File: src/rtl/lcd_write_sequencer.sv
// lcd_write_sequencer: converts byte writes from the processor LCD register
// into HD44780 write cycles (setup, enable pulse, hold, execution wait).
// A one-entry pending slot absorbs a back-to-back write; strobes arriving
// while both slots are occupied are dropped and flagged in a sticky bit.
//
// state | meaning
// IDLE  | no transaction, rs/data keep their last value
// SETUP | rs/data driven, en low
// PULSE | en high
// HOLD  | en low, rs/data held
// WAIT  | controller executing, short or long wait by command type
module lcd_write_sequencer #(
  parameter int SETUP_CYC     = 2,
  parameter int EN_CYC        = 12,
  parameter int HOLD_CYC      = 2,
  parameter int WAIT_CYC      = 1850,
  parameter int LONG_WAIT_CYC = 76000
) (
  input  logic        clk_i,
  input  logic        rst_ni,
  input  logic [31:0] io_lcd_i,
  output logic [7:0]  lcd_data_o,
  output logic        lcd_rs_o,
  output logic        lcd_rw_o,
  output logic        lcd_en_o,
  output logic        lcd_on_o,
  output logic        lcd_busy_o,
  output logic        lcd_ovf_o
);

  localparam int CW = $clog2(LONG_WAIT_CYC + 1);
  localparam logic [CW-1:0] SETUP_LD = CW'(SETUP_CYC - 1);
  localparam logic [CW-1:0] EN_LD    = CW'(EN_CYC - 1);
  localparam logic [CW-1:0] HOLD_LD  = CW'(HOLD_CYC - 1);
  localparam logic [CW-1:0] WAIT_LD  = CW'(WAIT_CYC - 1);
  localparam logic [CW-1:0] LONG_LD  = CW'(LONG_WAIT_CYC - 1);
  localparam logic [CW-1:0] CNT_ONE  = CW'(1);

  typedef enum logic [2:0] {
    ST_IDLE,
    ST_SETUP,
    ST_PULSE,
    ST_HOLD,
    ST_WAIT
  } state_t;

  state_t        state_q, state_d;
  logic [CW-1:0] cnt_q, cnt_d;
  logic          strb_q, armed_q;
  logic          pend_vld_q, pend_vld_d;
  logic          pend_rs_q, pend_rs_d;
  logic [7:0]    pend_data_q, pend_data_d;
  logic          rs_d;
  logic [7:0]    data_d;
  logic          req, cnt_zero, wait_end, launch_pend, long_cmd, drop, ovf_d;
  logic          unused_io;

  assign unused_io = ^{io_lcd_i[30:12], io_lcd_i[9]};
  assign lcd_rw_o  = 1'b0;

  // armed_q masks the first sample after reset so a strobe already high is not an edge
  assign req         = io_lcd_i[10] & ~strb_q & armed_q;
  assign cnt_zero    = (cnt_q == '0);
  assign wait_end    = (state_q == ST_WAIT) && cnt_zero;
  assign launch_pend = pend_vld_q && ((state_q == ST_IDLE) || wait_end);
  assign long_cmd    = ~lcd_rs_o && ((lcd_data_o == 8'h01) || (lcd_data_o == 8'h02) ||
                                     (lcd_data_o == 8'h03));
  assign ovf_d       = drop | (lcd_ovf_o & ~io_lcd_i[11]);

  // Pending slot: store a request the FSM cannot take now; a slot being launched frees it
  always_comb begin
    pend_vld_d  = pend_vld_q;
    pend_rs_d   = pend_rs_q;
    pend_data_d = pend_data_q;
    drop        = 1'b0;
    if (launch_pend) pend_vld_d = 1'b0;
    if (req && !((state_q == ST_IDLE) && !pend_vld_q)) begin
      if (!pend_vld_q || launch_pend) begin
        pend_vld_d  = 1'b1;
        pend_rs_d   = io_lcd_i[8];
        pend_data_d = io_lcd_i[7:0];
      end else begin
        drop = 1'b1;
      end
    end
  end

  // Next state, counter reload and bus values on entry to SETUP
  always_comb begin
    state_d = state_q;
    cnt_d   = cnt_zero ? cnt_q : cnt_q - CNT_ONE;
    rs_d    = lcd_rs_o;
    data_d  = lcd_data_o;
    case (state_q)
      ST_IDLE: begin
        if (pend_vld_q) begin
          state_d = ST_SETUP;
          cnt_d   = SETUP_LD;
          rs_d    = pend_rs_q;
          data_d  = pend_data_q;
        end else if (req) begin
          state_d = ST_SETUP;
          cnt_d   = SETUP_LD;
          rs_d    = io_lcd_i[8];
          data_d  = io_lcd_i[7:0];
        end
      end
      ST_SETUP: begin
        if (cnt_zero) begin
          state_d = ST_PULSE;
          cnt_d   = EN_LD;
        end
      end
      ST_PULSE: begin
        if (cnt_zero) begin
          state_d = ST_HOLD;
          cnt_d   = HOLD_LD;
        end
      end
      ST_HOLD: begin
        if (cnt_zero) begin
          state_d = ST_WAIT;
          cnt_d   = long_cmd ? LONG_LD : WAIT_LD;
        end
      end
      ST_WAIT: begin
        if (cnt_zero) begin
          if (pend_vld_q) begin
            state_d = ST_SETUP;
            cnt_d   = SETUP_LD;
            rs_d    = pend_rs_q;
            data_d  = pend_data_q;
          end else begin
            state_d = ST_IDLE;
          end
        end
      end
      default: begin
        state_d = ST_IDLE;
        cnt_d   = '0;
      end
    endcase
  end

  // FSM, counter, strobe history and pending slot registers
  always_ff @(posedge clk_i or negedge rst_ni) begin
    if (!rst_ni) begin
      state_q     <= ST_IDLE;
      cnt_q       <= '0;
      strb_q      <= 1'b0;
      armed_q     <= 1'b0;
      pend_vld_q  <= 1'b0;
      pend_rs_q   <= 1'b0;
      pend_data_q <= 8'h00;
    end else begin
      state_q     <= state_d;
      cnt_q       <= cnt_d;
      strb_q      <= io_lcd_i[10];
      armed_q     <= 1'b1;
      pend_vld_q  <= pend_vld_d;
      pend_rs_q   <= pend_rs_d;
      pend_data_q <= pend_data_d;
    end
  end

  // Registered pin outputs, derived from next-state values so they align with the state
  always_ff @(posedge clk_i or negedge rst_ni) begin
    if (!rst_ni) begin
      lcd_data_o <= 8'h00;
      lcd_rs_o   <= 1'b0;
      lcd_en_o   <= 1'b0;
      lcd_on_o   <= 1'b0;
      lcd_busy_o <= 1'b0;
      lcd_ovf_o  <= 1'b0;
    end else begin
      lcd_data_o <= data_d;
      lcd_rs_o   <= rs_d;
      lcd_en_o   <= (state_d == ST_PULSE);
      lcd_on_o   <= io_lcd_i[31];
      lcd_busy_o <= (state_d != ST_IDLE) | pend_vld_d;
      lcd_ovf_o  <= ovf_d;
    end
  end

endmodule

File: config.mk
export PLATFORM = sky130hd
export DESIGN_NAME = lcd_write_sequencer
export DESIGN_NICKNAME = d
export VERILOG_FILES = /design/src/rtl/lcd_write_sequencer.sv
export SDC_FILE = /design/constraint.sdc
export NUM_CORES = 1
export LEC_CHECK = 0
export BUFFER_PORTS_ARGS = -buffer_cell sky130_fd_sc_hd__buf_2
export CORE_MARGIN = 2
export CORE_UTILIZATION = 54
export CTS_BUF_LIST = sky130_fd_sc_hd__clkbuf_4
export DETAILED_ROUTE_END_ITERATION = 10
export GPL_TIMING_DRIVEN = 0
export PLACE_DENSITY_LB_ADDON = 0.1
export SLEW_MARGIN = 20
export SYNTH_ARGS = -nofsm -noshare
export SYNTH_HDL_FRONTEND = slang
export SYNTH_SLANG_ARGS = --single-unit
File: constraint.sdc
create_clock -name clk_i -period 3 [get_ports clk_i]
set_input_delay 0.45 -clock clk_i [delete_from_list [all_inputs] [get_ports clk_i]]
set_output_delay 0.45 -clock clk_i [all_outputs]
set_load 0.05 [all_outputs]
# ---- Word level (Yosys, flattened, before mapping)
# Index checks and enable logic that the tools add are counted.
dict set report op_classes {
  n_addsub 1
  eq_ne 11
  mux 33
  bitwise 8
  reduce_logical 17
}
# op n
set op_table {}
lappend op_table {{two-way mux 17 bit} 9}
lappend op_table {{one-hot mux 17 bit (5 select lines)} 1}
lappend op_table {{two-way mux 8 bit} 4}
lappend op_table {{two-way mux 3 bit} 6}
lappend op_table {{logical NOT 17 bit} 1}
lappend op_table {{subtractor 17 x 1 -> 17 bit (second input constant)} 1}
lappend op_table {{equality test 8 x 2 -> 1 bit (second input constant)} 2}
lappend op_table {{one-hot mux 8 bit (2 select lines)} 1}
lappend op_table {{one-hot mux 3 bit (5 select lines)} 1}
lappend op_table {{two-way mux 1 bit} 10}
lappend op_table {{equality test 3 x 2 -> 1 bit (second input constant)} 3}
lappend op_table {{equality test 8 x 1 -> 1 bit (second input constant)} 1}
lappend op_table {{logical AND 1 bit} 5}
lappend op_table {{logical OR 1 bit} 4}
lappend op_table {{inequality test 2 bit (second input constant)} 2}
lappend op_table {{AND reduction 4 bit} 1}
lappend op_table {{AND 1 bit} 3}
lappend op_table {{equality test 3 x 1 -> 1 bit (second input constant)} 1}
lappend op_table {{equality test 3 bit (second input constant)} 1}
lappend op_table {{logical NOT 3 bit} 1}
lappend op_table {{inequality test 3 bit (second input constant)} 1}
lappend op_table {{inverter 1 bit} 3}
lappend op_table {{nonzero test 3 bit} 1}
lappend op_table {{logical NOT 1 bit} 2}
lappend op_table {{other kinds (4)} 5}
dict set report word_totals {
  reg_bits 45
  output_inout_bits 14
  wordCells 83
}

# ---- Logic depth before layout (Yosys ltp)
dict set report logic_depth {
  ltp_word 8
  mapped_depth 9
}

# ---- Worst setup path before layout
# Ideal clock, no wire load.
dict set report synth_timing {
  kind {reg-to-reg}
  start {register cnt_q[7]}
  end {register cnt_q[0]}
  t_arrival_ps 2405
  required_ps 2880
  slack_ps 474
  path_stages_with_launch 8
  path_cell_list {dfrtp_1 or4_1 clkbuf_2 nor3_4 nand4_4 ha_1 or3_1 a41o_1}
}
dict set report synth_via {
  elab_chain_len 5
  elab_cells_between_ends 10
  classes_between {mux (9); reduce/logical (1)}
}
# item line
set synth_rtl {}
lappend synth_rtl {{from (decl)} 48} ;# logic [CW-1:0] cnt_q, cnt_d;
lappend synth_rtl {{from (signal assigned)} 157} ;# cnt_q <= cnt_d;
lappend synth_rtl {{logical NOT 17 bit (*)} 63} ;# assign cnt_zero = (cnt_q == '0);
lappend synth_rtl {{two-way mux 17 bit} 91} ;# cnt_d = cnt_zero ? cnt_q : cnt_q - CNT_ONE;
lappend synth_rtl {{two-way mux 17 bit (on tied branches)} {128, 101}}
lappend synth_rtl {{two-way mux 17 bit (on tied branches)} {127, 96}}
lappend synth_rtl {{one-hot mux 17 bit (5 select lines) (*)} 94} ;# case (state_q)
lappend synth_rtl {{named net cnt_d[0]} 48}
# The timed path passes the listed nets; every way through them passes the cells marked *.
# A chain may end at the register's enable or synchronous reset.

# ---- Final worst setup path
dict set report layout_timing {
  start {register cnt_q[12]}
  end {register cnt_q[2]}
}
# The elaborated chain is that of the path after synthesis.

==> impl_metrics.ini <==
[layout]
finalNonFillerCells = 334
finalInstanceArea_um2 = 2751
most-common-layout-cells = dfrtp_1 (45), buf_2 (28), nand2_1 (18)
layout.cells.most_common = dfrtp_1
area.growth.synth_to_final_pct = 12.42
drive_above_1_share_pct = 21.99
antenna-diode-count = 0
layout.nets = 318

[timing]
timing_hold_violations_final = 0
timing.clock.skew_ns = 0.005291
maxClockFrequency_mhz = 363.5
setup-tns-final_ns = 0
report.final.setup_viol = 0
finalWorstPathRequiredPeriod_ns = 2.751
rsz0062_at_grt = no
final_count_of_pins_violating_max_slew = 0
tightestPinTransition_ns = 1.076
slew_headroom_pct = 27.63
period_utilization_post_route_pct = 91.70

[yosys]
seq_area_frac_synth_pct = 46.01
synthCells = 245
ys_async_sr_fraction_pct = 100.0
postSynthRegisterBits = 45
synth_nets = 282
synth.largest_area_cell = dfrtp_1
synthesis.area_per_instance_um2 = 9.989
netlist.area_leader.share_pct = 46.01
synth_fa_ha_area_share_pct = 1.943
ys_types = 57
synth_edf_count = 0
ys.flop_type = dfrtp_1
synth_compound_gate_area_share_pct = 16.92
synth_simple_gate_area_share_pct = 17.38
synthesis.area_um2 = 2447
post_synth_xor_area_fraction_pct = 2.863
synth_top_family_by_area = simple AND/OR/NAND/NOR gates
yosys-top-cells-area = dfrtp_1 (46%), mux2i_1 (4.9%), mux2_2 (4.1%)
synth_mux_area_share_pct = 9.049
yosysWarnings = 0

[clock_network]
cts_hold_repair_buffers = 0
htree_num_levels = 2
clock_sinks = 45
cts_buffer_depth = 2
cts-buffers-inserted = 5
clkTransAtPathRegs_ns = 0.13
clock_insertion_delay_worst_skew_ns = 0.35
cts_tree = built
cts_root_buf = clkbuf_4

[global_route]
globalRoute.totalOverflow = 0
track_usage_pct = 22.19
grt_antenna_before_repair = 0
grt_pass1_wl_mm = 8.859
grt_max_degree = 46
grt_pass1_vias = 1835

[placement]
post-place-cells = 323
hpwl_mm = 3.690
gp_congestion = 0.8795
placed_cell_area_um2 = 2643
portBuffers = 26

[setup_path]
worst_ep_required_time_ns = 3.21
critical-path-slowest-cell = nor4_1
worstPathCellList = nor4_1 -> and3_1 -> nand2_1 -> a211oi_1 -> a31oi_1
critical_path.startpoint_type = register
crit_path_end_kind = register
timing.setup.critical_path_class = reg2reg
crit_path_max_incr_delay_ns = 0.92
worst_ep_arrival_time_ns = 2.96
worst-path-buf-inv = 0
critical_path.top_delay_family = simple AND/OR/NAND/NOR gates
cp_max_fo = 6

[die]
rows = 24
initial_core_util_pct = 56.21
core_area_um2 = 4354
boundaryPins = 48
total_die_area_um2 = 5087
die_w_um = 71.32
dieHeight_um = 71.32

[drt]
antenna_violation_net_count_after_detailed_routing = 0
detailedRoute.firstPassIterationCount = 4
route.detailed.drc = 0
drt-total-wl_mm = 5.157
avgRoutedWirePerCell_um = 15.44
drt-initial-drc-count = 205
viasPerCell = 5.925
vias_post_dr = 1979

[hold_path]
worst_hold_path_class = in2async

[pwr]
power.static_leakage_nw = 1.135
report.power.total_w = 0.001115
ir_drop_worst_vdd_mv = 0.3074
power.density_cell_area_nw_per_um2 = 405.2

[run_status]
status = complete, no violations

[flow_run]
drv_cap = 0
[final timing paths]
path | startpoint | end | slack, ns | depth (start not counted)
worst min-delay path | rst_ni | lcd_busy_o$_DFF_PN0_ | 0.07 | 1
worst min register to register | lcd_rs_o$_DFFE_PN0P_ | lcd_rs_o$_DFFE_PN0P_ | 0.52 | 2
max in group asynchronous | rst_ni | cnt_q[3]$_DFF_PN0_ | 2.54 | 1
min in group clk_i | io_lcd_i[31] | lcd_on_o$_DFF_PN0_ | 0.19 | 1
worst max register to register | cnt_q[12]$_DFF_PN0_ | cnt_q[2]$_DFF_PN0_ | 0.25 | 5
worst max-delay path | cnt_q[12]$_DFF_PN0_ | cnt_q[2]$_DFF_PN0_ | 0.25 | 5
[synthesized netlist by cell type (all sizes together) (3+ instances only)]
master	count
a21oi	17
o31ai	4
mux2i	12
buf	7
nand2	18
clkbuf	13
dfrtp	45
or3	3
o21ai	16
nor4	7
mux2	9
xnor2	7
a31oi	4
a211oi	4
nand3	3
nand4	5
ha	3
inv	7
nor3	11
o211ai	3
nor2	12
[sequential cells by signal, summed over array words and instances (netlist names)]
signal	flops
armed_q	1
cnt_q	17
lcd_busy_o	1
lcd_data_o	8
lcd_en_o	1
lcd_on_o	1
lcd_ovf_o	1
lcd_rs_o	1
pend_data_q	8
pend_rs_q	1
pend_vld_q	1
state_q	3
strb_q	1
[per-stage QoR]
| step | hold slack [ns] | setup WS, ns | util [%] |
|---|---|---|---|
| global placement | 0.4887 | 0.2121 | 60.69 |
| floorplan | 0.1544 | 0.4743 | - |
| CTS | 0.1759 | 0.1360 | 62.61 |
| global route | 0.09669 | 0.05118 | 63.19 |
| detailed placement | 0.4913 | 0.1757 | 60.69 |
| finish | 0.06951 | 0.2491 | 63.19 |
[where the power goes]
part           internal (W)  switching [W]
clock network      0.000187       0.000195
logic             0.0000396      0.0000414
registers          0.000638      0.0000148
total              0.000864       0.000251
[layout make-up]
cell class,instances,area [µm²]
inverters,7,26.28
clock inverters,2,38.79
plain buffers,20,108.9
multi-input cells,173,1186
repair buffers,29,155.1
fillers,357,1603
flip-flops and latches,45,1126
clock buffers,6,45.04
well taps,52,65.06
[timing repair]
action	4_1_cts	5_1_grt
buffers inserted	0	3
setup endpoints to repair	0	1
gates resized for setup	0	0
[routing by layer]
metal | track usage [%] | vias to the layer above | wire (µm)
li1 | - | 967 | -
met1 | 31.91 | 941 | 2474
met2 | 34.57 | 66 | 2356
met3 | 4.641 | 5 | 268
met4 | 5.660 | 0 | 57
met5 | 0 | - | 0
[logic make-up after synthesis]
family | Yosys count
adder cells (fa/ha/maj) | 4
other | 2
AND/OR/NAND/NOR | 75
XOR/XNOR | 8
multiplexers | 21
buffers and inverters | 27
AO/OA/AOI/OAI | 63
flip-flops | 45
Power figures use the tool's default switching activity.
